===== config.mk =====
export PLATFORM = sky130hd
export DESIGN_NAME = piton_noc_merge_arbiter
export DESIGN_NICKNAME = d
export VERILOG_FILES = /design/src/rtl/piton_noc_arb_pkg.sv /design/src/rtl/piton_flit_fifo.sv /design/src/rtl/piton_noc_merge_arbiter.sv
export SDC_FILE = /design/constraint.sdc
export NUM_CORES = 1
export LEC_CHECK = 0
export ABC_AREA = 1
export CELL_PAD_IN_SITES_DETAIL_PLACEMENT = 0
export CELL_PAD_IN_SITES_GLOBAL_PLACEMENT = 1
export CORE_UTILIZATION = 48
export CTS_CLUSTER_DIAMETER = 60
export CTS_CLUSTER_SIZE = 40
export DETAILED_ROUTE_END_ITERATION = 12
export GPL_ROUTABILITY_DRIVEN = 0
export PLACE_DENSITY = 0.79
export SLEW_MARGIN = 10
export SYNTH_ARGS = -nofsm -noshare
export SYNTH_HDL_FRONTEND = slang
export SYNTH_SLANG_ARGS = --single-unit

===== constraint.sdc =====
create_clock -name clk -period 7.36 [get_ports clk]
set_input_delay 1.472 -clock clk [delete_from_list [all_inputs] [get_ports clk]]
set_output_delay 1.472 -clock clk [all_outputs]
set_load 0.05 [all_outputs]

===== src/rtl/piton_noc_arb_pkg.sv =====
// Shared types and helpers for the Piton NoC merge arbiter.
package piton_noc_arb_pkg;

  typedef enum logic {IDLE, BUSY} arb_state_t;

  localparam int unsigned MAX_REQ = 8;

  typedef struct packed {
    logic       found;
    logic [2:0] idx;
  } rr_pick_t;

  // First set bit of req at or above ptr, wrapping within nreq requesters.
  function automatic rr_pick_t rr_pick(input logic [MAX_REQ-1:0] req,
                                       input logic [2:0]         ptr,
                                       input int unsigned        nreq);
    rr_pick_t    res;
    int unsigned cand;
    res = '0;
    for (int unsigned k = 0; k < MAX_REQ; k++) begin
      cand = ({29'b0, ptr} + k) % nreq;
      if (k < nreq && !res.found && req[cand[2:0]]) begin
        res.found = 1'b1;
        res.idx   = cand[2:0];
      end
    end
    return res;
  endfunction

endpackage


===== src/rtl/piton_flit_fifo.sv =====
// Per-requester flit FIFO; a push into a full FIFO is accepted only alongside a pop.
module piton_flit_fifo #(
  parameter int unsigned DATA_W = 64,
  parameter int unsigned DEPTH  = 4
) (
  input  logic              clk,
  input  logic              reset,
  input  logic              push,
  input  logic              pop,
  input  logic [DATA_W-1:0] din,
  output logic [DATA_W-1:0] dout,
  output logic              empty,
  output logic              full
);

  localparam int unsigned AW = (DEPTH > 1) ? $clog2(DEPTH) : 1;
  localparam int unsigned CW = $clog2(DEPTH + 1);

  logic [DATA_W-1:0] mem_q [DEPTH];
  logic [DATA_W-1:0] mem_d [DEPTH];
  logic [AW-1:0]     wr_q, wr_d, rd_q, rd_d;
  logic [CW-1:0]     cnt_q, cnt_d;
  logic              do_push, do_pop;

  assign empty   = (cnt_q == '0);
  assign full    = (cnt_q == CW'(DEPTH));
  assign do_pop  = pop && !empty;
  assign do_push = push && (!full || do_pop);
  assign dout    = mem_q[rd_q];

  always_comb begin
    mem_d = mem_q;
    wr_d  = wr_q;
    rd_d  = rd_q;
    cnt_d = cnt_q;
    if (do_push) begin
      mem_d[wr_q] = din;
      wr_d        = wr_q + 1'b1;
    end
    if (do_pop) begin
      rd_d = rd_q + 1'b1;
    end
    case ({do_push, do_pop})
      2'b10:   cnt_d = cnt_q + 1'b1;
      2'b01:   cnt_d = cnt_q - 1'b1;
      default: ;
    endcase
  end

  always_ff @(posedge clk) begin
    mem_q <= mem_d;
    if (reset) begin
      wr_q  <= '0;
      rd_q  <= '0;
      cnt_q <= '0;
    end else begin
      wr_q  <= wr_d;
      rd_q  <= rd_d;
      cnt_q <= cnt_d;
    end
  end

endmodule


===== src/rtl/piton_noc_merge_arbiter.sv =====
// Merges NREQ valid/yummy Piton injection channels onto one, round-robin and
// packet-atomic, with a downstream credit counter.
module piton_noc_merge_arbiter
  import piton_noc_arb_pkg::*;
#(
  parameter int unsigned NREQ        = 3,
  parameter int unsigned DATA_W      = 64,
  parameter int unsigned FIFO_DEPTH  = 4,
  parameter int unsigned OUT_CREDITS = 4,
  parameter int unsigned LEN_LSB     = 22,
  parameter int unsigned LEN_W       = 8
) (
  input  logic                     clk,
  input  logic                     reset,
  input  logic [NREQ*DATA_W-1:0]   in_data,
  input  logic [NREQ-1:0]          in_valid,
  output logic [NREQ-1:0]          in_yummy,
  output logic [DATA_W-1:0]        out_data,
  output logic                     out_valid,
  input  logic                     out_yummy,
  output logic [$clog2(NREQ)-1:0]  out_src,
  output logic                     out_head
);

  localparam int unsigned PTRw = $clog2(NREQ);
  localparam int unsigned CRw  = $clog2(OUT_CREDITS + 1);

  logic [DATA_W-1:0] fifo_dout [NREQ];
  logic [NREQ-1:0]   empty_vec, full_vec, pop_vec;

  arb_state_t        state_q, state_d;
  logic [PTRw-1:0]   grant_q, grant_d, rr_ptr_q, rr_ptr_d;
  logic [LEN_W-1:0]  remaining_q, remaining_d;
  logic [CRw-1:0]    credit_q, credit_d;
  logic [DATA_W-1:0] out_data_q, out_data_d;
  logic              out_valid_q, out_valid_d;
  logic [PTRw-1:0]   out_src_q, out_src_d;
  logic              out_head_q, out_head_d;
  logic [NREQ-1:0]   in_yummy_q, in_yummy_d;

  logic              send, is_head;
  logic [PTRw-1:0]   sel;
  logic [LEN_W-1:0]  len;
  rr_pick_t          pick;

  for (genvar i = 0; i < NREQ; i++) begin : g_fifo
    piton_flit_fifo #(
      .DATA_W (DATA_W),
      .DEPTH  (FIFO_DEPTH)
    ) u_fifo (
      .clk   (clk),
      .reset (reset),
      .push  (in_valid[i]),
      .pop   (pop_vec[i]),
      .din   (in_data[i*DATA_W +: DATA_W]),
      .dout  (fifo_dout[i]),
      .empty (empty_vec[i]),
      .full  (full_vec[i])
    );
  end

  function automatic logic [PTRw-1:0] next_ptr(input logic [PTRw-1:0] p);
    return (p == PTRw'(NREQ - 1)) ? '0 : p + 1'b1;
  endfunction

  always_comb begin
    state_d     = state_q;
    grant_d     = grant_q;
    rr_ptr_d    = rr_ptr_q;
    remaining_d = remaining_q;
    credit_d    = credit_q;
    send        = 1'b0;
    is_head     = 1'b0;
    sel         = grant_q;
    len         = '0;
    pop_vec     = '0;
    pick        = rr_pick(MAX_REQ'(~empty_vec), 3'(rr_ptr_q), NREQ);

    case (state_q)
      IDLE: begin
        if (credit_q != '0 && pick.found) begin
          send    = 1'b1;
          is_head = 1'b1;
          sel     = PTRw'(pick.idx);
          len     = fifo_dout[sel][LEN_LSB +: LEN_W];
          if (len == '0) begin
            rr_ptr_d = next_ptr(sel);
          end else begin
            remaining_d = len;
            grant_d     = sel;
            state_d     = BUSY;
          end
        end
      end
      BUSY: begin
        if (credit_q != '0 && !empty_vec[grant_q]) begin
          send        = 1'b1;
          remaining_d = remaining_q - 1'b1;
          if (remaining_q == LEN_W'(1)) begin
            state_d  = IDLE;
            rr_ptr_d = next_ptr(grant_q);
          end
        end
      end
      default: ;
    endcase

    if (send) begin
      pop_vec[sel] = 1'b1;
    end

    case ({send, out_yummy})
      2'b10:   credit_d = credit_q - 1'b1;
      2'b01:   credit_d = credit_q + 1'b1;
      default: ;
    endcase

    out_valid_d = send;
    out_data_d  = send ? fifo_dout[sel] : out_data_q;
    out_src_d   = send ? sel : out_src_q;
    out_head_d  = send ? is_head : out_head_q;
    in_yummy_d  = pop_vec;
  end

  always_ff @(posedge clk) begin
    if (reset) begin
      state_q     <= IDLE;
      grant_q     <= '0;
      rr_ptr_q    <= '0;
      remaining_q <= '0;
      credit_q    <= CRw'(OUT_CREDITS);
      out_data_q  <= '0;
      out_valid_q <= 1'b0;
      out_src_q   <= '0;
      out_head_q  <= 1'b0;
      in_yummy_q  <= '0;
    end else begin
      state_q     <= state_d;
      grant_q     <= grant_d;
      rr_ptr_q    <= rr_ptr_d;
      remaining_q <= remaining_d;
      credit_q    <= credit_d;
      out_data_q  <= out_data_d;
      out_valid_q <= out_valid_d;
      out_src_q   <= out_src_d;
      out_head_q  <= out_head_d;
      in_yummy_q  <= in_yummy_d;
    end
  end

  // Protocol checks: upstream overrunning a FIFO, downstream over-returning credit.
  always_ff @(posedge clk) begin
    if (!reset) begin
      assert ((in_valid & full_vec & ~pop_vec) == '0);
      assert (!(out_yummy && !send && credit_q == CRw'(OUT_CREDITS)));
      assert (!(send && credit_q == '0));
    end
  end

  assign out_data  = out_data_q;
  assign out_valid = out_valid_q;
  assign out_src   = out_src_q;
  assign out_head  = out_head_q;
  assign in_yummy  = in_yummy_q;

endmodule

==> results.json, run 1 <==
{
  "max_slew.worst_pin.slew_ns": 1.162,
  "die_y_um": 269.4,
  "worstPathRequired_ns": 7.62,
  "final_nets": 3082,
  "start_kind": "flop",
  "hold_viol_final": 0,
  "syn-cell-area_um2": 34310,
  "numClockSinks": 876,
  "yosysWarnings": 0,
  "cts_buffer_depth": 3,
  "max_freq_mhz": 190.6,
  "synth_top_area_share_pct": 67.22,
  "final_common_cell": "edfxtp_1",
  "max_stage_delay_ns": 0.82,
  "cp-end-kind": "flop",
  "first_pass_iters": 5,
  "avgSynthCellArea_um2": 12.74,
  "htreeDepth": 2,
  "critPathMaxFanout": 74,
  "hold_depth": 2,
  "crit_buf_inv": 5,
  "synth_edf_count": 768,
  "cts_setup_buffers": 0,
  "r2r-end": "g_fifo[0].u_fifo.mem_q[88]",
  "relSlewSlack_pct": 22.51,
  "fin_cells": 3836,
  "coreArea_um2": 70390,
  "grt_pass1_vias": 21212,
  "critical_path_class": "reg -> reg",
  "track_usage_pct": 24.20,
  "portBuffers": 268,
  "rsz0062_at_grt": "no",
  "pin_count": 269,
  "dieArea_um2": 72550,
  "area_delta_synth_final_pct": 14.96,
  "setup_violations": 0,
  "yosys.area.top_type": "edfxtp_1",
  "drt_wl_total_um": 90250,
  "synth_nets": 2919,
  "p_leak_nw": 13.12,
  "mostFrequentLayoutCells": "edfxtp_1, o21ai_0, nor2_1",
  "vias_per_cell": 5.929,
  "ctsResizeCount": 0,
  "timing.critical_path.mode_cell": "nand3_1",
  "reg2reg_depth": 17,
  "ys_seq_area_share_pct": 73.52,
  "drive_above_1_share_pct": 5.913,
  "grt_pass1_wl_um": 132700,
  "worst_path_max_delay_cell": "nor2_4",
  "pwr_density_cell_nw_per_um2": 460.5,
  "route.detailed.drc": 0,
  "maxCapViolCount": 0,
  "ant_nets": 0,
  "routedWlPerCell_um": 23.53,
  "cts-root-buf": "clkbuf_16",
  "crit_family": "simple AND/OR/NAND/NOR gates",
  "ys_top_cells_by_area": "edfxtp_1, o21ai_0, dfxtp_1",
  "vias": 22744,
  "startpoint": "rr_ptr_q[1]",
  "dpl_cell_area_um2": 37770,
  "min_period_ns": 5.246,
  "ys.flop_type": "edfxtp_1",
  "finalCritPeriodShare_pct": 71.27,
  "drt_iter0_markers": 2773,
  "design_area_um2": 39440,
  "setup_tns_ns": 0,
  "run_status": "finished clean",
  "cts.clk_slew.worst_paths_ns": 0.10,
  "fillerInstances": 5609,
  "yosysUniqueCellTypes": 39,
  "dp_slack_ns": 2.086,
  "start_util_pct": 48.74,
  "cts_inserted_buffers": 44,
  "peakVddDrop_mv": 0.6828,
  "min_path_type": "reg -> reg",
  "clock_latency_ns": 0.64,
  "synth_seq_cells": 876,
  "cts_hold_buf": 0,
  "clock_skew_ns": 0.04262,
  "maxSlewViolCount": 0,
  "rrSetupSlack_ns": 2.11,
  "crit_path_cell_trace": "inv_1 -> ha_1 -> inv_1 -> nand3_1 -> inv_2 -> nor2_2 -> nor2_4 -> nand2_1 -> o21ai_2 -> nand2_1 -> o21ai_4 -> buf_4 -> nand3_1 -> nand3_1 -> nand2_2 -> nor2_4 -> buf_4",
  "antenna_found_initial": 7,
  "setup_slack_ns": 2.114,
  "grt_max_degree": 103,
  "cts_tree": "built",
  "overflow": 0,
  "dp_hpwl_um": 57250,
  "synth_cells": 2693,
  "place_inst": 3750,
  "crit_arrival_ns": 5.51,
  "r2r-start": "rr_ptr_q[1]",
  "ys_async_sr_fraction_pct": 0,
  "die_w_um": 269.4,
  "holdPathEnd": "out_head",
  "rows": 97,
  "min_from": "out_head"
}
cell type report:
type | count | area, um^2 | area share, %
Sequential cell | 876 | 25240 | 63.99
Clock inverter | 33 | 520.5 | 1.320
Timing Repair Buffer | 299 | 2915 | 7.391
Inverter | 73 | 277.8 | 0.7042
Tap cell | 940 | 1176 | 2.982
Clock buffer | 49 | 1141 | 2.893
Antenna cell | 4 | 10.01 | 0.02538
Multi-Input combinational cell | 1562 | 8163 | 20.70
stage by stage:
step	power (mW)	util, %	hold WS (ns)
2_1_floorplan	11.87	-	0.4450
3_3_place_gp	14.86	53.66	0.4630
3_5_place_dp	15.03	53.66	0.4934
4_1_cts	18.13	56.02	0.5056
5_1_grt	19.09	56.03	0.5226
6_report	18.16	56.03	0.4987
worst reg2reg max path, stage by stage, from the launching register on:
cell     delay, ns
dfxtp_1       0.40
inv_1         0.13
ha_1          0.40
inv_1         0.16
nand3_1       0.13
inv_2         0.07
nor2_2        0.05
nor2_4        0.13
nand2_1       0.08
o21ai_2       0.34
nand2_1       0.16
o21ai_4       0.10
buf_4         0.65
nand3_1       0.29
nand3_1       0.15
nand2_2       0.20
nor2_4        0.83
buf_4         0.61
cell families after synthesis:
kind of cell             count (synthesis)  share of synthesized area, %
multiplexers                             1                       0.02918
AO/OA/AOI/OAI                          858                         14.26
buffers and inverters                  255                         2.972
AND/OR/NAND/NOR                        673                         8.056
flip-flops                             876                         73.52
XOR/XNOR                                 2                       0.05107
adder cells (fa/ha/maj)                 28                         1.109
cells in the mapped netlist, types with 2 or more instances:
library cell,n
nand2_1,113
o22ai_1,75
or2_2,2
o221ai_1,112
nor2_1,429
o21ai_0,463
clkbuf_1,151
o211ai_1,8
ha_1,24
a32o_1,6
nand3_1,101
a21oi_1,178
o21ai_1,8
nand2_2,9
fa_1,4
xor2_1,2
edfxtp_1,768
nand3_2,3
inv_2,10
nand4_1,4
buf_2,23
inv_1,62
o21ai_2,3
dfxtp_1,108
buf_4,5
nor2_4,3
buf_6,2
nor2_2,6
routing by layer:
metal  routed length, um  share of wire (%)  up-vias  global-route usage [%]
li1                    -                  -    10329                       -
met1               39410                 44    11322                   37.16
met2               41260                 46     1019                   36.57
met3                8236                9.1       70                   3.892
met4                1328                1.5        4                   4.695
met5                  15              0.017        -                       0
power breakdown:
part | switching (mW) | internal, mW
clock network | 1.76 | 1.34
registers | 0.328 | 6.07
logic | 6.41 | 2.26
sequential cells by signal (all words and copies together) (netlist names):
register,flops
state_q,1
remaining_q,8
out_src,2
credit_q,3
in_yummy,3
g_fifo.u_fifo.wr_q,6
rr_ptr_q,2
out_valid,1
out_data,64
g_fifo.u_fifo.mem_q,768
g_fifo.u_fifo.rd_q,6
g_fifo.u_fifo.cnt_q,9
grant_q,2
out_head,1
how the worst max path moves through the flow:
stage	to	slack, ns	cells after the start
CTS	g_fifo[0].u_fifo.mem_q[127]	2.06	17
global route	g_fifo[0].u_fifo.mem_q[68]	1.71	17
floorplan	g_fifo[0].u_fifo.mem_q[0]	1.96	16
finish	g_fifo[0].u_fifo.mem_q[88]	2.11	17
detailed placement	g_fifo[0].u_fifo.mem_q[88]	2.09	17
global placement	g_fifo[0].u_fifo.mem_q[124]	2.22	17
Note: power is estimated with default switching activity, not from simulation.
==> run 2: changes to the inputs <==
- clock period: 7.36 -> 4.83 ns (I/O delays scaled with it)
==> results.json, run 2 (synthesis results as in run 1) <==
{
  "run_status": "finished clean",
  "crit_family": "buffers and inverters",
  "first_pass_iters": 6,
  "timing.critical_path.mode_cell": "inv_1",
  "ant_nets": 0,
  "crit_arrival_ns": 4.82,
  "min_path_type": "reg -> reg",
  "clock_latency_ns": 0.64,
  "dp_hpwl_um": 58470,
  "max_freq_mhz": 236.0,
  "pwr_density_cell_nw_per_um2": 710.5,
  "drt_iter0_markers": 2572,
  "vias": 23003,
  "max_slew.worst_pin.slew_ns": 1.091,
  "antenna_found_initial": 13,
  "holdPathEnd": "credit_q[2]",
  "setup_violations": 0,
  "relSlewSlack_pct": 27.26,
  "worstPathRequired_ns": 5.41,
  "max_stage_delay_ns": 0.66,
  "r2r-end": "credit_q[2]",
  "crit_buf_inv": 7,
  "crit_path_cell_trace": "inv_1 -> ha_1 -> inv_1 -> nand3_1 -> inv_2 -> nor2_2 -> nor2_4 -> nand2_1 -> o21ai_2 -> nand2_2 -> inv_2 -> buf_4 -> ha_1 -> inv_1 -> fa_1 -> o21ai_0 -> a21oi_1 -> inv_1 -> a21oi_1 -> o21ai_0",
  "rows": 97,
  "grt_pass1_wl_um": 135900,
  "p_leak_nw": 13.37,
  "holdWs_ns": 0.4867,
  "reg2reg_depth": 20,
  "cts-root-buf": "clkbuf_16",
  "final_nets": 3102,
  "htreeDepth": 2,
  "pin_count": 269,
  "design_area_um2": 39980,
  "die_w_um": 269.4,
  "peakVddDrop_mv": 1.273,
  "critical_path_class": "reg -> reg",
  "portBuffers": 268,
  "vias_per_cell": 5.950,
  "cts_hold_buf": 0,
  "place_inst": 3762,
  "area_delta_synth_final_pct": 16.52,
  "start_util_pct": 48.74,
  "dpl_cell_area_um2": 37970,
  "grt_max_degree": 109,
  "fin_cells": 3866,
  "mostFrequentLayoutCells": "edfxtp_1, o21ai_0, nor2_1",
  "ctsResizeCount": 0,
  "hold_depth": 1,
  "coreArea_um2": 70390,
  "maxSlewViolCount": 0,
  "cts.clk_slew.worst_paths_ns": 0.10,
  "largest_reg_flops": 768,
  "fillerInstances": 5565,
  "finalCritPeriodShare_pct": 87.75,
  "dp_slack_ns": 0.6739,
  "hold_viol_final": 0,
  "drive_above_1_share_pct": 6.820,
  "cts_buffer_depth": 3,
  "dieArea_um2": 72550,
  "clock_skew_ns": 0.03829,
  "worst_path_max_delay_cell": "buf_4",
  "numClockSinks": 876,
  "setup_slack_ns": 0.5918,
  "grt_pass1_vias": 21709,
  "setup_tns_ns": 0,
  "critPathMaxFanout": 68,
  "drt_wl_total_um": 92190,
  "maxCapViolCount": 0,
  "rsz0062_at_grt": "no",
  "min_period_ns": 4.238,
  "cts_inserted_buffers": 52,
  "track_usage_pct": 24.85,
  "final_common_cell": "edfxtp_1",
  "start_kind": "flop",
  "cts_tree": "built",
  "routedWlPerCell_um": 23.85,
  "cp-end-kind": "flop",
  "route.detailed.drc": 0,
  "overflow": 0,
  "rrSetupSlack_ns": 0.59,
  "largest-register": "g_fifo.u_fifo.mem_q",
  "cts_setup_buffers": 0,
  "r2r-start": "rr_ptr_q[1]",
  "die_y_um": 269.4,
  "min_from": "credit_q[2]"
}
-- run 2: routing by layer --
layer	part of all wire [%]	wire [um]	global-route usage, %
met1	42	39020	35.93
met2	45	41900	37.66
met3	9.7	8959	5.610
met4	2.4	2245	7.312
met5	0.073	67	0
-- run 2: power by group --
part	internal, mW	total (mW)	switching (mW)
sequential	9.24	9.83	0.593
combinational	3.55	13.4	9.80
clock	2.38	5.22	2.83
total	15.2	28.4	13.2
-- run 2: area by class of cell --
class	instances	area, um^2	share of cell area, %
sequential	876	25240	63.13
multi-input combinational	1562	8163	20.42
timing repair buffer	311	3118	7.799
clock buffer	58	1398	3.496
tap	940	1176	2.942
clock inverter	38	586.8	1.468
inverter	73	277.8	0.6948
antenna	8	20.02	0.05008
-- run 2: worst max path at each step --
stage | start | to | depth (start not counted)
after floorplan | rr_ptr_q[0] | g_fifo[0].u_fifo.mem_q[0] | 16
final | rr_ptr_q[1] | credit_q[2] | 20
after global placement | rr_ptr_q[1] | credit_q[2] | 20
after detailed placement | rr_ptr_q[1] | credit_q[2] | 20
after global routing | rr_ptr_q[0] | g_fifo[2].u_fifo.cnt_q[2] | 20
after CTS | rr_ptr_q[1] | credit_q[2] | 20
-- run 2: stage by stage --
step | utilization [%] | power [mW]
floorplan | - | 18.08
global placement | 53.95 | 22.83
detailed placement | 53.95 | 23.11
CTS | 56.77 | 28.26
global route | 56.79 | 29.80
finish | 56.79 | 28.40
